--- config.mk ---
export PLATFORM = sky130hd
export DESIGN_NAME = if_prefetch
export DESIGN_NICKNAME = d
export VERILOG_FILES = /design/src/rtl/if_pkg.sv /design/src/rtl/if_fetch_queue.sv /design/src/rtl/if_prefetch.sv
export SDC_FILE = /design/constraint.sdc
export NUM_CORES = 1
export LEC_CHECK = 0
export BUFFER_PORTS_ARGS = -buffer_cell sky130_fd_sc_hd__buf_2
export CAP_MARGIN = 20
export CORE_MARGIN = 1.5
export CORE_UTILIZATION = 28
export CTS_CLUSTER_SIZE = 30
export DETAILED_ROUTE_END_ITERATION = 10
export HOLD_SLACK_MARGIN = 0.03
export PLACE_DENSITY = 0.49
export SLEW_MARGIN = 20
export SYNTH_ARGS = -nofsm -noshare
export SYNTH_HDL_FRONTEND = slang
export SYNTH_HIERARCHICAL = 1
export SYNTH_SLANG_ARGS = --single-unit
--- constraint.sdc ---
create_clock -name clk -period 10.25 [get_ports clk]
set_input_delay 2.05 -clock clk [delete_from_list [all_inputs] [get_ports clk]]
set_output_delay 2.05 -clock clk [all_outputs]
set_load 0.1 [all_outputs]
--- src/rtl/if_pkg.sv ---
`default_nettype none
// ============================================================================
//  Module      : if_pkg
//  Description : Shared types and constants for the instruction-fetch stage.
//                - ILEN       : instruction word width
//                - INSTR_NOP  : canonical no-op encoding (addi x0,x0,0)
//                - fq_entry_t : {pc, instr} pair at the default address width
//                - sat_add32  : saturating 32-bit add for event counters
//  Revision    : 1.0  initial release
// ============================================================================
package if_pkg;

  localparam int ILEN      = 32;
  localparam int XLEN_DFLT = 32;
  localparam logic [ILEN-1:0] INSTR_NOP = 32'h0000_0013;

  typedef struct packed {
    logic [XLEN_DFLT-1:0] pc;
    logic [ILEN-1:0]      instr;
  } fq_entry_t;

  // Counter add that sticks at all-ones instead of wrapping.
  function automatic logic [31:0] sat_add32(input logic [31:0] a, input logic [31:0] b);
    logic [32:0] s;
    s = {1'b0, a} + {1'b0, b};
    return s[32] ? 32'hFFFF_FFFF : s[31:0];
  endfunction

endpackage
`default_nettype wire

--- src/rtl/if_fetch_queue.sv ---
`default_nettype none
// ============================================================================
//  Module      : if_fetch_queue
//  Description : Synchronous FIFO holding fetched {pc, instr} entries.
//                Flush empties the queue and dominates push and pop.
//  Ports       : clk, rst        clock / async active-high reset
//                push, push_data write side
//                pop             consume head (ignored when empty)
//                flush           discard all entries
//                head            entry at the head of the queue
//                count/empty/full occupancy status
//  Revision    : 1.0  initial release
// ============================================================================
module if_fetch_queue
  import if_pkg::*;
#(
  parameter int  DEPTH = 4,
  parameter type T     = fq_entry_t
) (
  input  logic                       clk,
  input  logic                       rst,
  input  logic                       push,
  input  T                           push_data,
  input  logic                       pop,
  input  logic                       flush,
  output T                           head,
  output logic [$clog2(DEPTH+1)-1:0] count,
  output logic                       empty,
  output logic                       full
);

  localparam int AW = $clog2(DEPTH);
  localparam int CW = $clog2(DEPTH+1);

  T                mem_q [DEPTH];
  logic [AW-1:0]   wr_ptr_q, rd_ptr_q;
  logic [CW-1:0]   count_q;
  logic            do_push, do_pop;

  assign empty   = (count_q == '0);
  assign full    = (count_q == CW'(DEPTH));
  assign count   = count_q;
  assign head    = mem_q[rd_ptr_q];
  assign do_pop  = pop && !empty;
  // A pop in the same cycle frees the slot, so a push into a full queue is fine then.
  assign do_push = push && (!full || do_pop);

  always_ff @(posedge clk or posedge rst) begin
    if (rst) begin
      wr_ptr_q <= '0;
      rd_ptr_q <= '0;
      count_q  <= '0;
    end else if (flush) begin
      wr_ptr_q <= '0;
      rd_ptr_q <= '0;
      count_q  <= '0;
    end else begin
      if (do_push) wr_ptr_q <= wr_ptr_q + AW'(1);
      if (do_pop)  rd_ptr_q <= rd_ptr_q + AW'(1);
      count_q <= count_q + CW'(do_push) - CW'(do_pop);
    end
  end

  // Storage needs no reset: head is only observed while the queue is non-empty.
  always_ff @(posedge clk) begin
    if (do_push && !flush) mem_q[wr_ptr_q] <= push_data;
  end

endmodule
`default_nettype wire

--- src/rtl/if_prefetch.sv ---
`default_nettype none
// ============================================================================
//  Module      : if_prefetch
//  Description : Instruction-fetch stage with a decoupled prefetch queue.
//                Issues in-order imem requests under a credit limit, buffers
//                {pc, instr} responses and hands them to decode via
//                valid/ready. A branch redirect flushes the queue and drops
//                every response still in flight.
//  Config      : IF_PERF_CNT_EN adds perf_fetch_cnt / perf_flush_cnt outputs.
//  Ports       : clk, rst                        clock / async active-high reset
//                branch_taken, branch_target     redirect request
//                imem_req_valid/ready/addr       request channel
//                imem_rsp_valid/data             in-order response channel
//                dec_valid/ready/instr/pc        decode handshake
//                perf_fetch_cnt, perf_flush_cnt  (optional) event counters
//  Revision    : 1.0  initial release
// ============================================================================
module if_prefetch
  import if_pkg::*;
#(
  parameter int              XLEN     = 32,
  parameter int              FQ_DEPTH = 4,
  parameter logic [XLEN-1:0] RESET_PC = '0
) (
  input  logic            clk,
  input  logic            rst,
  input  logic            branch_taken,
  input  logic [XLEN-1:0] branch_target,
  output logic            imem_req_valid,
  input  logic            imem_req_ready,
  output logic [XLEN-1:0] imem_req_addr,
  input  logic            imem_rsp_valid,
  input  logic [ILEN-1:0] imem_rsp_data,
  output logic            dec_valid,
  input  logic            dec_ready,
  output logic [ILEN-1:0] dec_instr,
  output logic [XLEN-1:0] dec_pc
`ifdef IF_PERF_CNT_EN
  ,
  output logic [31:0]     perf_fetch_cnt,
  output logic [31:0]     perf_flush_cnt
`endif
);

  localparam int CW = $clog2(FQ_DEPTH+1);

  typedef struct packed {
    logic [XLEN-1:0] pc;
    logic [ILEN-1:0] instr;
  } entry_t;

  logic [XLEN-1:0] pc_q, pc_d, rsp_pc_q, rsp_pc_d, tgt_aligned;
  logic [CW-1:0]   os_cnt_q, os_cnt_d, drop_cnt_q, drop_cnt_d, fq_count;
  logic [CW:0]     credit_used;
  logic            req_fire, rsp_drop, fq_push, fq_pop, fq_empty, fq_full;
  entry_t          fq_head, fq_wdata;
  logic [1:0]      unused_tgt_lsb;

  assign unused_tgt_lsb = branch_target[1:0];
  assign tgt_aligned    = {branch_target[XLEN-1:2], 2'b00};

  // Queued entries plus in-flight requests may never exceed the queue depth,
  // which is what makes an unconditional push on response safe.
  assign credit_used    = {1'b0, fq_count} + {1'b0, os_cnt_q};
  assign imem_req_valid = !rst && !branch_taken && (credit_used < (CW+1)'(FQ_DEPTH));
  assign imem_req_addr  = pc_q;
  assign req_fire       = imem_req_valid && imem_req_ready;

  assign os_cnt_d = os_cnt_q + CW'(req_fire) - CW'(imem_rsp_valid);

  always_comb begin
    drop_cnt_d = drop_cnt_q;
    rsp_drop   = 1'b0;
    if (imem_rsp_valid && (drop_cnt_q != '0)) begin
      rsp_drop   = 1'b1;
      drop_cnt_d = drop_cnt_q - CW'(1);
    end
    // Everything still outstanding after this edge belongs to the old path.
    if (branch_taken) drop_cnt_d = os_cnt_d;
  end

  assign fq_push = imem_rsp_valid && !rsp_drop && !branch_taken;
  assign fq_pop  = dec_valid && dec_ready;

  always_comb begin
    pc_d     = pc_q;
    rsp_pc_d = rsp_pc_q;
    if (branch_taken) begin
      pc_d     = tgt_aligned;
      rsp_pc_d = tgt_aligned;
    end else begin
      if (req_fire) pc_d     = pc_q + XLEN'(4);
      if (fq_push)  rsp_pc_d = rsp_pc_q + XLEN'(4);
    end
  end

  always_ff @(posedge clk or posedge rst) begin
    if (rst) begin
      pc_q       <= RESET_PC;
      rsp_pc_q   <= RESET_PC;
      os_cnt_q   <= '0;
      drop_cnt_q <= '0;
    end else begin
      pc_q       <= pc_d;
      rsp_pc_q   <= rsp_pc_d;
      os_cnt_q   <= os_cnt_d;
      drop_cnt_q <= drop_cnt_d;
    end
  end

  assign fq_wdata.pc    = rsp_pc_q;
  assign fq_wdata.instr = imem_rsp_data;

  if_fetch_queue #(
    .DEPTH (FQ_DEPTH),
    .T     (entry_t)
  ) u_fq (
    .clk       (clk),
    .rst       (rst),
    .push      (fq_push),
    .push_data (fq_wdata),
    .pop       (fq_pop),
    .flush     (branch_taken),
    .head      (fq_head),
    .count     (fq_count),
    .empty     (fq_empty),
    .full      (fq_full)
  );

  logic unused_fq_full;
  assign unused_fq_full = fq_full;

  assign dec_valid = !fq_empty;
  assign dec_instr = fq_empty ? '0 : fq_head.instr;
  assign dec_pc    = fq_empty ? '0 : fq_head.pc;

`ifdef IF_PERF_CNT_EN
  logic [31:0] perf_fetch_q, perf_flush_q, flush_inc;

  // Dropped responses (stale or arriving with the redirect) plus entries wiped by the flush.
  assign flush_inc = 32'(imem_rsp_valid && (rsp_drop || branch_taken))
                   + (branch_taken ? 32'(fq_count) : 32'd0);

  always_ff @(posedge clk or posedge rst) begin
    if (rst) begin
      perf_fetch_q <= '0;
      perf_flush_q <= '0;
    end else begin
      perf_fetch_q <= sat_add32(perf_fetch_q, 32'(fq_push));
      perf_flush_q <= sat_add32(perf_flush_q, flush_inc);
    end
  end

  assign perf_fetch_cnt = perf_fetch_q;
  assign perf_flush_cnt = perf_flush_q;
`endif

endmodule
`default_nettype wire
==> reports/results.tsv <==
stage	metric	value	unit
status	run status	finished clean	
critical_path	critical path data required time	8.20	ns
sta	setup ws final	4.84	ns
sta	fin. max-slew vios	0	
final_layout	fillcell total	4785	
route	Routed wire per std cell	19.2	microns
route	via-per-instance ratio	4.64	
route	top sig layer	met4	
route	Routed WL	33600	microns
route	drt first pass iters	5	
route	ANT nets after route	0	
sta	RSZ-0062 raised after global routing	no	
sta	final worst-path cycle share	52.8	%
sta	Finish-stage setup viols	0	
sta	setup TNS	0	ns
global_route	first-pass GRT wire length	50400	microns
floorplan	die area	0.0513	sq mm
floorplan	Ports	168	
floorplan	die span in y	226	microns
power	Power per Cell Area	212	mW/mm^2
final_layout	most common cell after layout, fill and taps aside	edfxtp_1	
sta	Slew Limit Headroom	28.7	%
clocking	post-cts resize count	0	
critical_path	Critical path origin	rst	
synthesis	Syn Inst Count	876	
route	Residual DRC	0	
final_layout	Area Growth Syn to Fin	19.7	%
final_layout	most frequent cells in the layout	edfxtp_1, buf_2, dfrtp_1	
critical_path	reg2reg start	u_fq/count[2]	
floorplan	Chip Width	226	microns
synthesis	cell area after synthesis	0.0140	sq mm
route	initial DRC count	434	
route	wire length on met3	1850	microns
critical_path	Top cell by count, worst path	buf_2	
clocking	CTS Hold Bufs	0	
sta	worst-margin pin slew	1.07	ns
route	Metal-1 WL	15800	microns
placed_design	dpl cell area	0.0155	sq mm
synthesis	yosys warns	6	
final_layout	area occupied by multi-input gates	0.00421	sq mm
placed_design	pre-CTS WS	4.75	ns
final_layout	design area	0.0167	sq mm
critical_path	crit path cell chain	buf_2, or4_4, nor3_1, buf_2	
route	Vias	8131	
sta	Max Fclk	0.185	GHz
clocking	clk_lat worst skew	0.53	ns
job	max-cap violations	0	
critical_path	Crit. End Element	output pin	
worst_hold_path	Hold Path Class	reg2reg	
global_route	initial antenna violation count	0	
critical_path	Critical Path Source Type	input port	
sta	min cycle time layout	5.41	ns
clocking	total CTS buffers	39	
clocking	CTS tree	built	
critical_path	critical path's largest stage delay	0.49	ns
global_route	largest net degree at the start of global routing	78	
synthesis	average size of a mapped cell	16.0	sq um
global_route	Tot GR Track Use	13.2	%
placed_design	Buffers on Ports	163	
sta	Fin. Hold Viols	0	
worst_hold_path	worst min-delay path startpoint	os_cnt_q[2]	
critical_path	Worst path slowest cell	buf_2	
placed_design	Placer Congestion	0.778	
global_route	vias in the first global route	8122	
placed_design	dpl hpwl	20300	microns
power	Max IR drop VDD	113	uV
critical_path	CP arrival	3.36	ns
sta	Fin Clk Skew	0.00935	ns
clocking	total setup buffers inserted after CTS	0	
clocking	CTS Sinks	329	
clocking	CTS root buf	clkbuf_16	
floorplan	Core ar.	0.0492	sq mm
power	Pwr Total	3540	uW
critical_path	worst-path fanout max	3	
power	Lkg Pwr	0.00593	uW
final_layout	final net count	1146	
final_layout	share of cells above drive strength 1	28.8	%
final_layout	Antenna diodes	0	
floorplan	row count	81	
floorplan	Starting Density	28.5	%
clocking	Reg clk slew, reported paths	0.05	ns
clocking	CTS H-Tree Depth	2	
route	DR WL met2	15400	microns
global_route	total gr overflow	0	
critical_path	critical path class	in2out	
clocking	clock buffer depth	3	
final_layout	FF/Latch Area	0.00952	sq mm
[state kept, by name (all words and copies together), names as in the netlist]
name / count
u_fq/rd_ptr_q: 2
imem_req_addr: 30
rsp_pc_q: 30
os_cnt_q: 3
u_fq/wr_ptr_q: 2
drop_cnt_q: 3
u_fq/count: 3
u_fq/mem_q: 256
[through the flow]
| step | cells | utilization (%) | hold slack, ns |
|---|---|---|---|
| 2_1_floorplan | 885 | - | 0.472 |
| 3_3_place_gp | 1684 | 31.6 | 0.516 |
| 3_5_place_dp | 1684 | 31.6 | 0.516 |
| 4_1_cts | 1754 | 34.1 | 0.524 |
| 5_1_grt | 1754 | 34.1 | 0.549 |
| 6_report | 1754 | 34.1 | 0.509 |
[where the power goes]
| part | internal, uW | total, uW | switching, uW |
|---|---|---|---|
| Combinational | 131 | 653 | 523 |
| Clock | 777 | 1310 | 537 |
| Sequential | 1500 | 1570 | 70.1 |
| Total | 2410 | 3540 | 1130 |
[per-layer routing]
metal,vias up,GRT usage [%]
li1,3725,-
met1,4126,18.6
met3,40,2.63
met5,-,0
met4,0,4.09
met2,240,20.5
[critical path, delay by kind of cell]
kind | cells | cell delay (ns)
simple gates | 2 | 0.70
buf+inv | 2 | 0.62
[cell type report]
class	instances	area share, %
repair buffers	173	5.32
inverters	22	0.493
well taps	664	4.96
clock buffers	48	6.28
flip-flops and latches	329	56.8
multi-input cells	496	25.2
clock inverters	22	0.934
[path summary, 6_finish.rpt]
path                             endpoint  slack (ns)  cells past startpoint
min                           os_cnt_q[2]        0.51                      1
max reg2reg                 drop_cnt_q[2]        6.33                     13
min reg2reg                   os_cnt_q[2]        0.51                      1
min in group asynchronous   u_fq/count[0]        1.49                      2
max in group asynchronous    rsp_pc_q[12]        7.84                      3
max                        imem_req_valid        4.84                      4
No activity file was read; power rests on OpenSTA's default activity.
